## src/rtl/lock_pkg.sv

```systemverilog
// Shared types and helpers for the combination lock.
// Symbol i of a packed code lives at bits [i*sym_w +: sym_w].
package lock_pkg;

   typedef enum logic [1:0] {
      LOCKED,
      ENTRY,
      OPEN,
      LOCKOUT
   } lock_state_e;

   localparam int unsigned MAX_CODE_W = 64;
   localparam int unsigned MAX_SYM_W  = 16;

   function automatic logic [MAX_SYM_W-1:0] sym_at(input logic [MAX_CODE_W-1:0] code,
                                                  input int unsigned           idx,
                                                  input int unsigned           sym_w);
      logic [MAX_CODE_W-1:0] mask;
      mask = ~({MAX_CODE_W{1'b1}} << sym_w);
      return MAX_SYM_W'((code >> (idx * sym_w)) & mask);
   endfunction

endpackage

```

## src/rtl/lock_timer.sv

```systemverilog
// Loadable down-counter; expired flags the final cycle of a loaded interval.
// A load of N makes expired high during the N-th cycle after the load.
module lock_timer #(
   parameter int unsigned W = 6
) (
   input  logic         clk,
   input  logic         rst,
   input  logic         load,
   input  logic [W-1:0] value,
   output logic         expired
);

   logic [W-1:0] cnt;

   always_ff @(posedge clk or posedge rst) begin
      if (rst) begin
         cnt <= '0;
      end else if (load) begin
         cnt <= value;
      end else if (cnt != '0) begin
         cnt <= cnt - 1'b1;
      end
   end

   assign expired = (cnt == W'(1));

endmodule

```

## src/rtl/combo_lock.sv

```systemverilog
// Symbol-sequence combination lock with failed-attempt lockout and entry timeout.
// All outputs are registered; the timer is shared between entry timeout and lockout.
module combo_lock
   import lock_pkg::*;
#(
   parameter int unsigned                 SYM_W       = 2,
   parameter int unsigned                 CODE_LEN    = 4,
   parameter logic [CODE_LEN*SYM_W-1:0]   RESET_CODE  = 8'h27,
   parameter int unsigned                 MAX_FAIL    = 3,
   parameter int unsigned                 LOCKOUT_CYC = 16,
   parameter int unsigned                 TIMEOUT_CYC = 32
) (
   input  logic                              clk,
   input  logic                              rst,
   input  logic                              sym_valid,
   input  logic [SYM_W-1:0]                  sym,
   input  logic                              relock,
   input  logic                              prog_valid,
   input  logic [CODE_LEN*SYM_W-1:0]         code_in,
   output logic                              unlocked,
   output logic                              alarm,
   output logic [$clog2(MAX_FAIL+1)-1:0]     fail_cnt
);

   localparam int unsigned CW   = CODE_LEN * SYM_W;
   localparam int unsigned FW   = $clog2(MAX_FAIL + 1);
   localparam int unsigned IW   = $clog2(CODE_LEN + 1);
   localparam int unsigned TMAX = (LOCKOUT_CYC > TIMEOUT_CYC) ? LOCKOUT_CYC : TIMEOUT_CYC;
   localparam int unsigned TW   = $clog2(TMAX + 1);

   lock_state_e    state_q, state_n;
   logic [CW-1:0]  code_q, code_n;
   logic [IW-1:0]  idx_q, idx_n;
   logic           match_q, match_n;
   logic [FW-1:0]  fail_n, fail_inc;
   logic           sym_ok, hit, last;
   logic           tmr_load, tmr_expired;
   logic [TW-1:0]  tmr_value;

   // idx is 0 and match is 1 whenever LOCKED, so one compare path serves both states.
   assign sym_ok   = (MAX_SYM_W'(sym) == sym_at(MAX_CODE_W'(code_q), 32'(idx_q), SYM_W));
   assign hit      = match_q & sym_ok;
   assign last     = (idx_q == IW'(CODE_LEN - 1));
   assign fail_inc = fail_cnt + 1'b1;

   always_comb begin
      state_n   = state_q;
      code_n    = code_q;
      idx_n     = idx_q;
      match_n   = match_q;
      fail_n    = fail_cnt;
      tmr_load  = 1'b0;
      tmr_value = '0;

      case (state_q)
         LOCKED, ENTRY: begin
            if (sym_valid) begin
               if (last) begin
                  if (hit) begin
                     state_n = OPEN;
                     fail_n  = '0;
                  end else begin
                     fail_n  = fail_inc;
                     state_n = (fail_inc == FW'(MAX_FAIL)) ? LOCKOUT : LOCKED;
                  end
               end else begin
                  state_n = ENTRY;
                  idx_n   = idx_q + 1'b1;
                  match_n = hit;
               end
            end else if (state_q == ENTRY && tmr_expired) begin
               state_n = LOCKED;
            end
         end
         OPEN: begin
            if (prog_valid) code_n = code_in;
            if (relock) state_n = LOCKED;
         end
         LOCKOUT: begin
            if (tmr_expired) begin
               state_n = LOCKED;
               fail_n  = '0;
            end
         end
         default: state_n = LOCKED;
      endcase

      if (state_n != ENTRY) begin
         idx_n   = '0;
         match_n = 1'b1;
      end

      // Reload on every state change and on each accepted entry symbol.
      tmr_load = (state_n != state_q) || (state_q == ENTRY && sym_valid);
      case (state_n)
         ENTRY:   tmr_value = TW'(TIMEOUT_CYC);
         LOCKOUT: tmr_value = TW'(LOCKOUT_CYC);
         default: tmr_value = '0;
      endcase
   end

   always_ff @(posedge clk or posedge rst) begin
      if (rst) begin
         state_q  <= LOCKED;
         code_q   <= RESET_CODE;
         idx_q    <= '0;
         match_q  <= 1'b1;
         fail_cnt <= '0;
         unlocked <= 1'b0;
         alarm    <= 1'b0;
      end else begin
         state_q  <= state_n;
         code_q   <= code_n;
         idx_q    <= idx_n;
         match_q  <= match_n;
         fail_cnt <= fail_n;
         unlocked <= (state_n == OPEN);
         alarm    <= (state_n == LOCKOUT);
      end
   end

   lock_timer #(
      .W(TW)
   ) u_timer (
      .clk     (clk),
      .rst     (rst),
      .load    (tmr_load),
      .value   (tmr_value),
      .expired (tmr_expired)
   );

endmodule
```

## config.mk

```make
export PLATFORM = sky130hd
export DESIGN_NAME = combo_lock
export DESIGN_NICKNAME = d
export VERILOG_FILES = /design/src/rtl/lock_pkg.sv /design/src/rtl/lock_timer.sv /design/src/rtl/combo_lock.sv
export SDC_FILE = /design/constraint.sdc
export NUM_CORES = 1
export LEC_CHECK = 0
export BUFFER_PORTS_ARGS = -buffer_cell sky130_fd_sc_hd__buf_4
export CORE_MARGIN = 2
export CORE_UTILIZATION = 53
export CTS_BUF_LIST = sky130_fd_sc_hd__clkbuf_2 sky130_fd_sc_hd__clkbuf_4 sky130_fd_sc_hd__clkbuf_8
export CTS_CLUSTER_DIAMETER = 80
export DETAILED_ROUTE_END_ITERATION = 16
export GPL_ROUTABILITY_DRIVEN = 0
export HOLD_SLACK_MARGIN = 0.02
export PLACE_DENSITY = 0.8
export SETUP_SLACK_MARGIN = 0.4
export SYNTH_ARGS = -nofsm -noshare
export SYNTH_HDL_FRONTEND = slang
export SYNTH_SLANG_ARGS = --single-unit
export TNS_END_PERCENT = 10
```

## constraint.sdc

```tcl
create_clock -name clk -period 2.3 [get_ports clk]
set_input_delay 0.345 -clock clk [delete_from_list [all_inputs] [get_ports clk]]
set_output_delay 0.345 -clock clk [all_outputs]
set_load 0.005 [all_outputs]
```

==> results.md, run 1 <==
* Longest Clk Path Bufs at 2
* Crit start category: register
* Number of distinct library cells after synthesis at 38
* PortBufs at 18
* Sink Count at 24
* Die Wd at approximately 55 µm
* Layout cells sized above 1 at 35.0%
* Largest net degree at the start of global routing at 25
* Initial antenna violation count at 0
* DR iter-0 viols at 16
* Total power at between 0.002 and 0.0025 W
* CP endpoint kind: register
* Area after DPL at around 0.0016 mm²
* Routed wire per std cell at around 15 µm
* Sequential area share after synthesis at 44.3%
* Residual DRC count at 0
* Max H-tree Level at 1
* Final WL at approximately 2.7 mm
* TritonCTS clock tree: yes
* Worst hold slack at 200 ps
* Synth Area per Inst at 10.3 µm²
* Post-Syn Nets at ~150
* Power Dens Cells at ~1400 mW/mm²
* Global-route wire length before repair at about 4.4 mm
* Maximum fanout along the worst path at 3
* Area occupied by multi-input gates at 726 µm²
* Clk_skew at around 7.5 ps
* Setup TNS at 0 ps
* Vias in the first global route at ~980
* Worst endpoint data arrival time at approximately 2400 ps
* Die Footprint at around 0.003 mm²
* Post-DRT Antenna Nets at 0
* Post-CTS setup buffers at 0
* Met2 Use GR at approximately a third
* Post-CTS Hold Buffers at 0
* Sequential Area at slightly above 600 µm²
* # diodes at 0
* Tightest Pin Transition at ~890 ps
* Starting density of the core at 55.8%
* VDD IR max at about 0.0008 V
* GRT met1 Usage at a little over a quarter
* Total GRT Usage at a little over a fifth
* Synth top area share at a little over a third
* Core Area at approximately 0.0025 mm²
* Clk_lat worst skew at 320 ps
* Root buffer cell: clkbuf_4
* Relative slew slack at a little over 40%
* Worst path slowest cell: mux4_2
* Final instance area at 0.00162 mm²
* Critical R2R Launch: code_q[7]
* CP max stage delay at 520 ps
* Crit path time final at about 2100 ps
* Crit path required time at between 2000 and 3000 ps
* CP Buf/Inv Count at 0
* Clock-pin slew on the worst setup and hold paths at 130 ps
* Fin crit share at just over 90%
* Synthesized instance count at between 100 and 150
* Crit Path Class: reg2reg
* Router iterations before antenna repair at 4
* Post-layout nets at 179
* Leak at approximately 0.74 nW
* # rows at 18
* Chip height at 54.8 µm
* Seq cells post-synth at 24
* Total gr overflow at 0
* Hold Violations, Final at 0
* Unrepaired setup endpoints after global routing: true
* Number of fill cells at slightly above 200
* Area of the mapped netlist at roughly 0.0014 mm²
* Worst path top cell family by delay: multiplexers
* Busiest layer in global routing: met2
* Hold WC Path Type: in2async
* I/O pins at 19
* Ys Warns at 0
* DP HPWL at 2.12 mm
* Critical path startpoint: code_q[7]
* Placed Cells at approximately 180
* Main area contributors after synthesis: dfrtp_1, dfstp_2, mux2_2
* Final Setup Violations at 0
* TritonCTS buffer count at 3
* Max-slew violations at 0
* Final Non-Filler Cells at between 150 and 200
* Outcome: complete, no violations
* Met3 Use GR at under 10%
* Vias per std cell at ~5.7
* Yosys top cell by area: dfrtp_1
* Area growth, synth to finish at 18.0%
* Via count at roughly 1100
* Peak Freq at 0.465 GHz
* Max_cap viols at 0
* Worst path cell trace: mux4_2, mux2_4, o32ai_4, o211ai_2, and2_4, a31o_1, nor2b_1
-- state kept, by name, indices dropped and copies added (netlist names) --
name	flops
fail_cnt	2
idx_q	3
unlocked	1
alarm	1
u_timer.cnt	6
match_q	1
state_q	2
code_q	8
-- per-stage QoR --
step	utilization, %	setup slack, ps
after floorplan	-	167
after global placement	64.0	107
after detailed placement	64.0	60.8
after CTS	65.9	141
after global routing	65.9	40.3
final	65.9	151
-- Yosys cell counts --
master    count
and2_1        3
nor2b_1       1
o31ai_1       1
nand3b_1      1
mux2_2        8
or2_2         1
o21ai_0       6
xor2_1        2
nor3_2        1
a31o_1        1
nand2b_1      2
dfrtp_1      19
buf_4         1
clkbuf_1      2
ha_1          6
nor3_1        8
or2_1         1
a211oi_2      1
nor3b_1       1
nand3_1       3
nor4_2        1
nand2_1      13
a31oi_1       4
a21oi_1       3
dfstp_2       5
mux4_2        2
a211oi_1      3
a221oi_1      1
o32ai_4       1
xnor2_1       3
nand4_1       1
o21ai_1       3
o211ai_2      1
a21oi_2       2
nor2_1        9
mux2_4        1
inv_1        10
o211ai_1      1
-- where the power goes --
part	switching [W]	internal, W
sequential	0.000169	0.000641
clock	0.000129	0.0000969
combinational	0.000578	0.000577
total	0.000875	0.00131
-- cells by family (layout without fill, tap and decap cells) --
family                   count (synthesis)  count (layout)  synth area share [%]
AO/OA/AOI/OAI                           28              28                  15.3
XOR/XNOR                                 5               5                  3.20
multiplexers                            11              11                  11.0
buffers and inverters                   13              37                  3.84
adder cells (fa/ha/maj)                  6               6                  5.48
AND/OR/NAND/NOR                         46              46                  16.9
flip-flops                              24              24                  44.3
-- worst reg2reg max path, stage by stage (launching register included) --
cell	delay (ps)
dfrtp_1	420
mux4_2	520
mux2_4	330
o32ai_4	120
o211ai_2	140
and2_4	190
a31o_1	200
nor2b_1	130
-- layout make-up --
class / count / share of cell area, %
Inverter: 10 / 2.32
Timing Repair Buffer: 23 / 10.7
Clock buffer: 4 / 2.24
Sequential cell: 24 / 37.5
Tap cell: 30 / 2.32
Multi-Input combinational cell: 96 / 44.9
-- placed cells by master, fill, tap and decap left out, types with 5 or more instances in the layout --
cell and n:
nand2_1 13, ha_1 6, inv_1 10, dfrtp_1 19, o21ai_0 6, nor3_1 8
mux2_2 8, buf_4 23, nor2_1 9, dfstp_2 5
-- layer usage --
| metal | part of all wire, % | up-vias |
|---|---|---|
| met2 | 53 | 14 |
| met5 | 0 | - |
| met4 | 2.4 | 0 |
| met3 | 2.1 | 7 |
| met1 | 43 | 524 |
| li1 | - | 518 |
-- repair_timing --
| item | 4_1_cts | 5_1_grt |
|---|---|---|
| pin swaps | 1 | 1 |
| setup endpoints to repair | 15 | 16 |
| resized for setup | 3 | 0 |
-- final timing paths --
| path | endpoint | slack [ps] | depth (start not counted) |
|---|---|---|---|
| hold reg to reg | code_q[6] | 530 | 1 |
| setup / recovery | alarm | 150 | 7 |
| setup reg to reg | alarm | 150 | 7 |
| max in group asynchronous | code_q[6] | 1560 | 2 |
| min in group clk | code_q[1] | 250 | 2 |
| hold / removal | code_q[7] | 200 | 2 |
Note: power is estimated with default switching activity, not from simulation.
==> run 2: changes to the inputs <==
Settings changed: BUFFER_PORTS_ARGS -buffer_cell sky130_fd_sc_hd__buf_4 to default, CORE_UTILIZATION 53 to 55, DONT_BUFFER_PORTS from default to 1, PLACE_DENSITY 0.8 to 0.76.
==> results.md, run 2 (same netlist as run 1, synthesis figures left out) <==
* Outcome: complete, no violations (unchanged)
* Die Wd at 53.9 µm (was 54.8 µm)
* Tightest Pin Transition at 912 ps (was 893 ps)
* TritonCTS buffer count at 3 (unchanged)
* Initial antenna violation count at 0 (unchanged)
* Clk_skew at 14.0 ps (was 7.50 ps)
* Crit path time final at 2200 ps (was 2150 ps)
* Total gr overflow at 0 (unchanged)
* Chip height at 53.9 µm (was 54.8 µm)
* Leak at 0.687 nW (was 0.744 nW)
* I/O pins at 19 (unchanged)
* Vias per std cell at 5.90 (was 5.68)
* Max FFs per register at 8 (unchanged)
* Layout cells sized above 1 at 33.6% (was 35.0%)
* Peak Freq at 0.454 GHz (was 0.465 GHz)
* CP max stage delay at 550 ps (was 520 ps)
* PortBufs at 0 (was 18)
* Power Dens Cells at 1530 mW/mm² (was 1350 mW/mm²)
* Max-slew violations at 0 (unchanged)
* Largest net degree at the start of global routing at 25 (unchanged)
* Post-CTS Hold Buffers at 0 (unchanged)
* Sink Count at 24 (unchanged)
* DR iter-0 viols at 16 (unchanged)
* Reg2reg setup slack at 100 ps (was 150 ps)
* Final Setup Violations at 0 (unchanged)
* Vias in the first global route at 980 (was 976)
* Routed wire per std cell at 16.1 µm (was 14.6 µm)
* VDD IR max at 0.000903 V (was 0.000810 V)
* Core Area at 0.00241 mm² (was 0.00245 mm²)
* Total power at 0.00240 W (was 0.00219 W)
* Worst endpoint data arrival time at 2420 ps (was 2370 ps)
* Longest Clk Path Bufs at 2 (unchanged)
* Most flop-heavy register: code_q (unchanged)
* Die Footprint at 0.00291 mm² (was 0.00301 mm²)
* Setup TNS at 0 ps (unchanged)
* Final core utilization at 65.4% (was 65.9%)
* Worst hold slack at 95.9 ps (was 200 ps)
* Clk_lat worst skew at 320 ps (about the same)
* Post-layout nets at 165 (was 179)
* Final WL at 2.79 mm (was 2.73 mm)
* Root buffer cell: clkbuf_4 (unchanged)
* # diodes at 0 (unchanged)
* # rows at 18 (unchanged)
* Maximum fanout along the worst path at 3 (unchanged)
* Residual DRC count at 0 (unchanged)
* Worst path slowest cell: mux4_2 (unchanged)
* Crit start category: register (unchanged)
* Via count at 1021 (was 1063)
* Crit path required time at 2520 ps (about the same)
* Router iterations before antenna repair at 4 (unchanged)
* DP HPWL at 2.07 mm (was 2.12 mm)
* Largest regs: code_q (8), u_timer.cnt (6), idx_q (3) (unchanged)
* Commonest non-fill, non-tap cell in the layout: dfrtp_1 (was buf_4)
* Crit Path Class: reg2reg (unchanged)
* Hold WC Path Type: in2async (unchanged)
* Clock-pin slew on the worst setup and hold paths at 140 ps (was 130 ps)
* Relative slew slack at 39.1% (was 40.4%)
* Unrepaired setup endpoints after global routing: true (unchanged)
* Max_cap viols at 0 (unchanged)
* Post-DRT Antenna Nets at 0 (unchanged)
* Total GRT Usage at 21.7% (was 21.0%)
* Area growth, synth to finish at 15.0% (was 18.0%)
* Post-CTS setup buffers at 0 (unchanged)
* Max H-tree Level at 1 (unchanged)
* Global-route wire length before repair at 4.40 mm (was 4.37 mm)
* TritonCTS clock tree: yes (unchanged)
* Fin crit share at 95.7% (was 93.4%)
* Number of fill cells at 176 (was 202)
* Worst path cell trace: mux4_2, mux2_4, o32ai_4, o211ai_2, a21oi_2, or2_4, buf_6, a211oi_2 (was mux4_2, mux2_4, o32ai_4, o211ai_2, and2_4, a31o_1, nor2b_1)
* Starting density of the core at 56.9% (was 55.8%)
* Most frequent cells in the layout: dfrtp_1, nand2_1, inv_1 (was buf_4, dfrtp_1, nand2_1)
* CP endpoint kind: register (unchanged)
* Hold Violations, Final at 0 (unchanged)
run 2: area by class of cell:
cell class / count / area [µm²] / area share (%)
clock buffer: 4 / 36.3 / 2.30
inverter: 10 / 37.5 / 2.38
multi-input combinational: 96 / 782 / 49.6
sequential: 24 / 607 / 38.5
tap: 30 / 37.5 / 2.38
timing repair buffer: 9 / 75.1 / 4.77
run 2: stage by stage:
stage               std cells  worst slack (ps)  instance area (µm²)
floorplan                 133               167                 1380
global placement          169               114                 1470
detailed placement        169              75.4                 1470
CTS                       173              77.2                 1540
global route              173              8.55                 1580
finish                    173              99.4                 1580
run 2: critical path, delay by kind of cell (launching register included):
kind	cells	cell delay, ps
muxes	2	790
buffers and inverters	1	120
AOI/OAI and AO/OA	4	570
and+or+nand+nor	1	250
DFF	1	390
run 2: final timing paths:
check,cells past startpoint,endpoint,start
max,8,idx_q[2],idx_q[1]
max in group asynchronous,1,code_q[7],rst
min reg2reg,1,code_q[7],code_q[7]
max reg2reg,8,idx_q[2],idx_q[1]
min,1,code_q[3],rst
min in group clk,1,code_q[4],code_in[4]
run 2: report_power, final:
part | switching (W) | internal, W | leakage (nW)
logic | 0.000697 | 0.000669 | 0.372
clock network | 0.000128 | 0.0000966 | 0.0210
registers | 0.000173 | 0.000641 | 0.295
total | 0.000998 | 0.00141 | 0.687
run 2: what timing repair did:
action | CTS | global route
setup endpoints to repair | 15 | 16
pin swaps | 4 | 10
resized for setup | 9 | 8
run 2: per-layer routing:
| layer | up-vias | global-route usage [%] | part of all wire, % |
|---|---|---|---|
| met5 | - | 0 | 0 |
| met4 | 0 | 10.3 | 1.9 |
| met3 | 9 | 3.61 | 2.7 |
| met2 | 23 | 38.0 | 53 |
| met1 | 498 | 25.6 | 42 |
| li1 | 491 | - | - |
==> run 3: changes to the inputs <==
Settings changed: ABC_AREA from default to 1, CORE_UTILIZATION 55 to 58, PLACE_DENSITY 0.76 to 0.79.
==> results.md, run 3 <==
* Outcome: complete, no violations (unchanged)
* Leak at 0.754 nW (was 0.687 nW)
* Main area contributors after synthesis: dfrtp_1, dfstp_2, nand2_1 (was dfrtp_1, dfstp_2, mux2_2)
* Unrepaired setup endpoints after global routing: false (was true)
* Post-Syn Nets at 190 (was 154)
* Seq cells post-synth at 24 (unchanged)
* Tightest Pin Transition at 873 ps (was 912 ps)
* Sequential area share after synthesis at 44.7% (was 44.3%)
* CP Buf/Inv Count at 1 (unchanged)
* Post-CTS Hold Buffers at 0 (unchanged)
* Largest regs: code_q (8), u_timer.cnt (6), idx_q (3) (unchanged)
* Max H-tree Level at 1 (unchanged)
* TritonCTS clock tree: yes (unchanged)
* Chip height at 52.4 µm (was 53.9 µm)
* Router iterations before antenna repair at 4 (unchanged)
* Vias in the first global route at 1049 (was 980)
* Maximum fanout along the worst path at 6 (was 3)
* Worst endpoint data arrival time at 2090 ps (was 2420 ps)
* Commonest cells in the synthesized netlist: nand2_1, inv_1, dfrtp_1 (was dfrtp_1, nand2_1, inv_1)
* Relative slew slack at 41.7% (was 39.1%)
* Total gr overflow at 0 (unchanged)
* Clk_skew at 1.41 ps (was 14.0 ps)
* Starting density of the core at 61.4% (was 56.9%)
* Synth top area share at 35.0% (was 34.7%)
* Most flop-heavy register: code_q (unchanged)
* Total GRT Usage at 21.1% (was 21.7%)
* Post-CTS setup buffers at 0 (unchanged)
* Core Area at 0.00221 mm² (was 0.00241 mm²)
* Synthesized instance count at 169 (was 133)
* Yosys top cell by area: dfrtp_1 (unchanged)
* Crit start category: register (unchanged)
* Initial antenna violation count at 0 (unchanged)
* Residual DRC count at 0 (unchanged)
* Final core utilization at 64.6% (was 65.4%)
* Crit path time final at 1820 ps (was 2200 ps)
* Critical R2R Launch: idx_q[0] (was idx_q[1])
* I/O pins at 19 (unchanged)
* Sink Count at 24 (unchanged)
* Setup TNS at 0 ps (unchanged)
* CP max stage delay at 490 ps (was 550 ps)
* Post-synth ARST share at 100% (unchanged)
* Longest Clk Path Bufs at 2 (unchanged)
* Routed wire per std cell at 12.6 µm (was 16.1 µm)
* # rows at 17 (was 18)
* Power Dens Cells at 1350 mW/mm² (was 1530 mW/mm²)
* Primary FF master, synth: dfrtp_1 (unchanged)
* Area growth, synth to finish at 5.35% (was 15.0%)
* Peak Freq at 0.548 GHz (was 0.454 GHz)
* Worst path top cell family by delay: simple AND/OR/NAND/NOR gates (was multiplexers)
* Die Wd at 52.4 µm (was 53.9 µm)
* Reg2Reg Depth at 6 (was 8)
* Commonest non-fill, non-tap cell in the layout: nand2_1 (was dfrtp_1)
* TritonCTS buffer count at 3 (unchanged)
* VDD IR max at 0.000979 V (was 0.000903 V)
* Most frequent cell after synthesis: nand2_1 (was dfrtp_1)
* Hold WC Path Type: in2async (unchanged)
* Max_cap viols at 0 (unchanged)
* Worst path cell trace: ha_1, ha_1, nor3_1, inv_1, or2_2, nand2_1 (was mux4_2, mux2_4, o32ai_4, o211ai_2, a21oi_2, or2_4, buf_6, a211oi_2)
* Most frequent cells in the layout: nand2_1, inv_1, dfrtp_1 (was dfrtp_1, nand2_1, inv_1)
* Vias per std cell at 5.53 (was 5.90)
* Final Setup Violations at 0 (unchanged)
* Max-slew violations at 0 (unchanged)
* Placed Cells at 195 (was 169)
* Post-layout nets at 193 (was 165)
* Crit path required time at 2560 ps (was 2520 ps)
* Dpl ws at 506 ps (was 75.4 ps)
* Post-synth EDFFs at 0 (unchanged)
* Die Footprint at 0.00274 mm² (was 0.00291 mm²)
* Global-route wire length before repair at 4.31 mm (was 4.40 mm)
* Final WL at 2.51 mm (was 2.79 mm)
* Largest net degree at the start of global routing at 25 (unchanged)
* # diodes at 0 (unchanged)
* Area of the mapped netlist at 0.00136 mm² (was 0.00137 mm²)
* Max FFs per register at 8 (unchanged)
* CP endpoint kind: register (unchanged)
* Ys Warns at 0 (unchanged)
* Worst setup margin at 477 ps (was 99.4 ps)
* Most common cell on crit path: ha_1
* Number of distinct library cells after synthesis at 25 (was 38)
* DR iter-0 viols at 24 (was 16)
* Fin crit share at 79.3% (was 95.7%)
* Root buffer cell: clkbuf_4 (unchanged)
* Reg2reg setup slack at 480 ps (was 100 ps)
* Reg2reg end: idx_q[2] (unchanged)
* Post-DRT Antenna Nets at 0 (unchanged)
* Clock-pin slew on the worst setup and hold paths at 120 ps (was 140 ps)
* Worst hold slack at 84.7 ps (was 95.9 ps)
* Via count at 1100 (was 1021)
* Crit Path Class: reg2reg (unchanged)
* PortBufs at 0 (unchanged)
* DP HPWL at 2.00 mm (was 2.07 mm)
* Final Non-Filler Cells at 199 (was 173)
* Worst path slowest cell: dfrtp_2 (was mux4_2)
* Hold Violations, Final at 0 (unchanged)
* Synth Area per Inst at 8.03 µm² (was 10.3 µm²)
* Clk_lat worst skew at 310 ps (was 320 ps)
* Layout cells sized above 1 at 17.5% (was 33.6%)
[run 3: cell count changes in the layout (fill, tap and decap cells not counted), sizes merged, moves of 4 or more]
cell    delta
a21oi      +8
nand3     +13
inv       +18
o21ai      -5
a211oi     -4
nand2     +31
mux2       -9
nor2       +9
nor3       -6
buf        -9
[run 3: where the power goes]
part	switching (W)	internal (W)	total, W
combinational	0.000611	0.000357	0.000968
sequential	0.000124	0.000631	0.000755
clock	0.000121	0.0000796	0.000201
[run 3: per-layer routing]
metal / up-vias / track usage (%) / part of all wire, % / wire (µm)
met2: 36 / 35.6 / 50 / 1240
met1: 521 / 26.5 / 43 / 1080
li1: 537 / - / - / -
met5: - / 0 / 0 / 0
met3: 6 / 4.86 / 5.9 / 149
met4: 0 / 6.84 / 1.5 / 38
[run 3: cells by family after synthesis]
| group | count (synthesis) | synth area share [%] |
|---|---|---|
| buf+inv | 30 | 8.39 |
| flops | 24 | 44.7 |
| compound gates | 21 | 8.48 |
| xor+xnor | 5 | 3.23 |
| fa+ha+maj | 6 | 5.53 |
| simple gates | 83 | 29.7 |
[run 3: per-stage QoR]
| stage | power, W | instance area [µm²] |
|---|---|---|
| floorplan | 0.00149 | 1360 |
| global placement | 0.00163 | 1380 |
| detailed placement | 0.00169 | 1380 |
| global route | 0.00212 | 1430 |
| CTS | 0.00189 | 1410 |
| finish | 0.00193 | 1430 |
[run 3: worst max path at each step]
stage	start	end	slack, ps	cells after the start
floorplan	idx_q[0]	idx_q[2]	710	6
global placement	idx_q[0]	idx_q[2]	530	6
detailed placement	idx_q[0]	idx_q[2]	510	6
CTS	idx_q[0]	idx_q[2]	480	6
global route	idx_q[0]	idx_q[2]	410	6
finish	idx_q[0]	idx_q[2]	480	6
[run 3: what timing repair did]
item / 4_1_cts / 5_1_grt
resized for setup: 0 / 7
endpoints found under the hold margin: 0 / 0
endpoints found under the setup margin: 0 / 9
[run 3: worst register-to-register path: cells and delay by family, from the launching register on]
family,cells,cell delay (ps)
adders and majority gates,2,420
buffers and inverters,1,140
and+or+nand+nor,3,730
DFF,1,490
[run 3: area by class of cell]
class | instances | area, µm²
Fill cell | 202 | 782
Multi-Input combinational cell | 115 | 649
Sequential cell | 24 | 608
Inverter | 28 | 108
Tap cell | 28 | 35.0
Clock buffer | 4 | 30.0
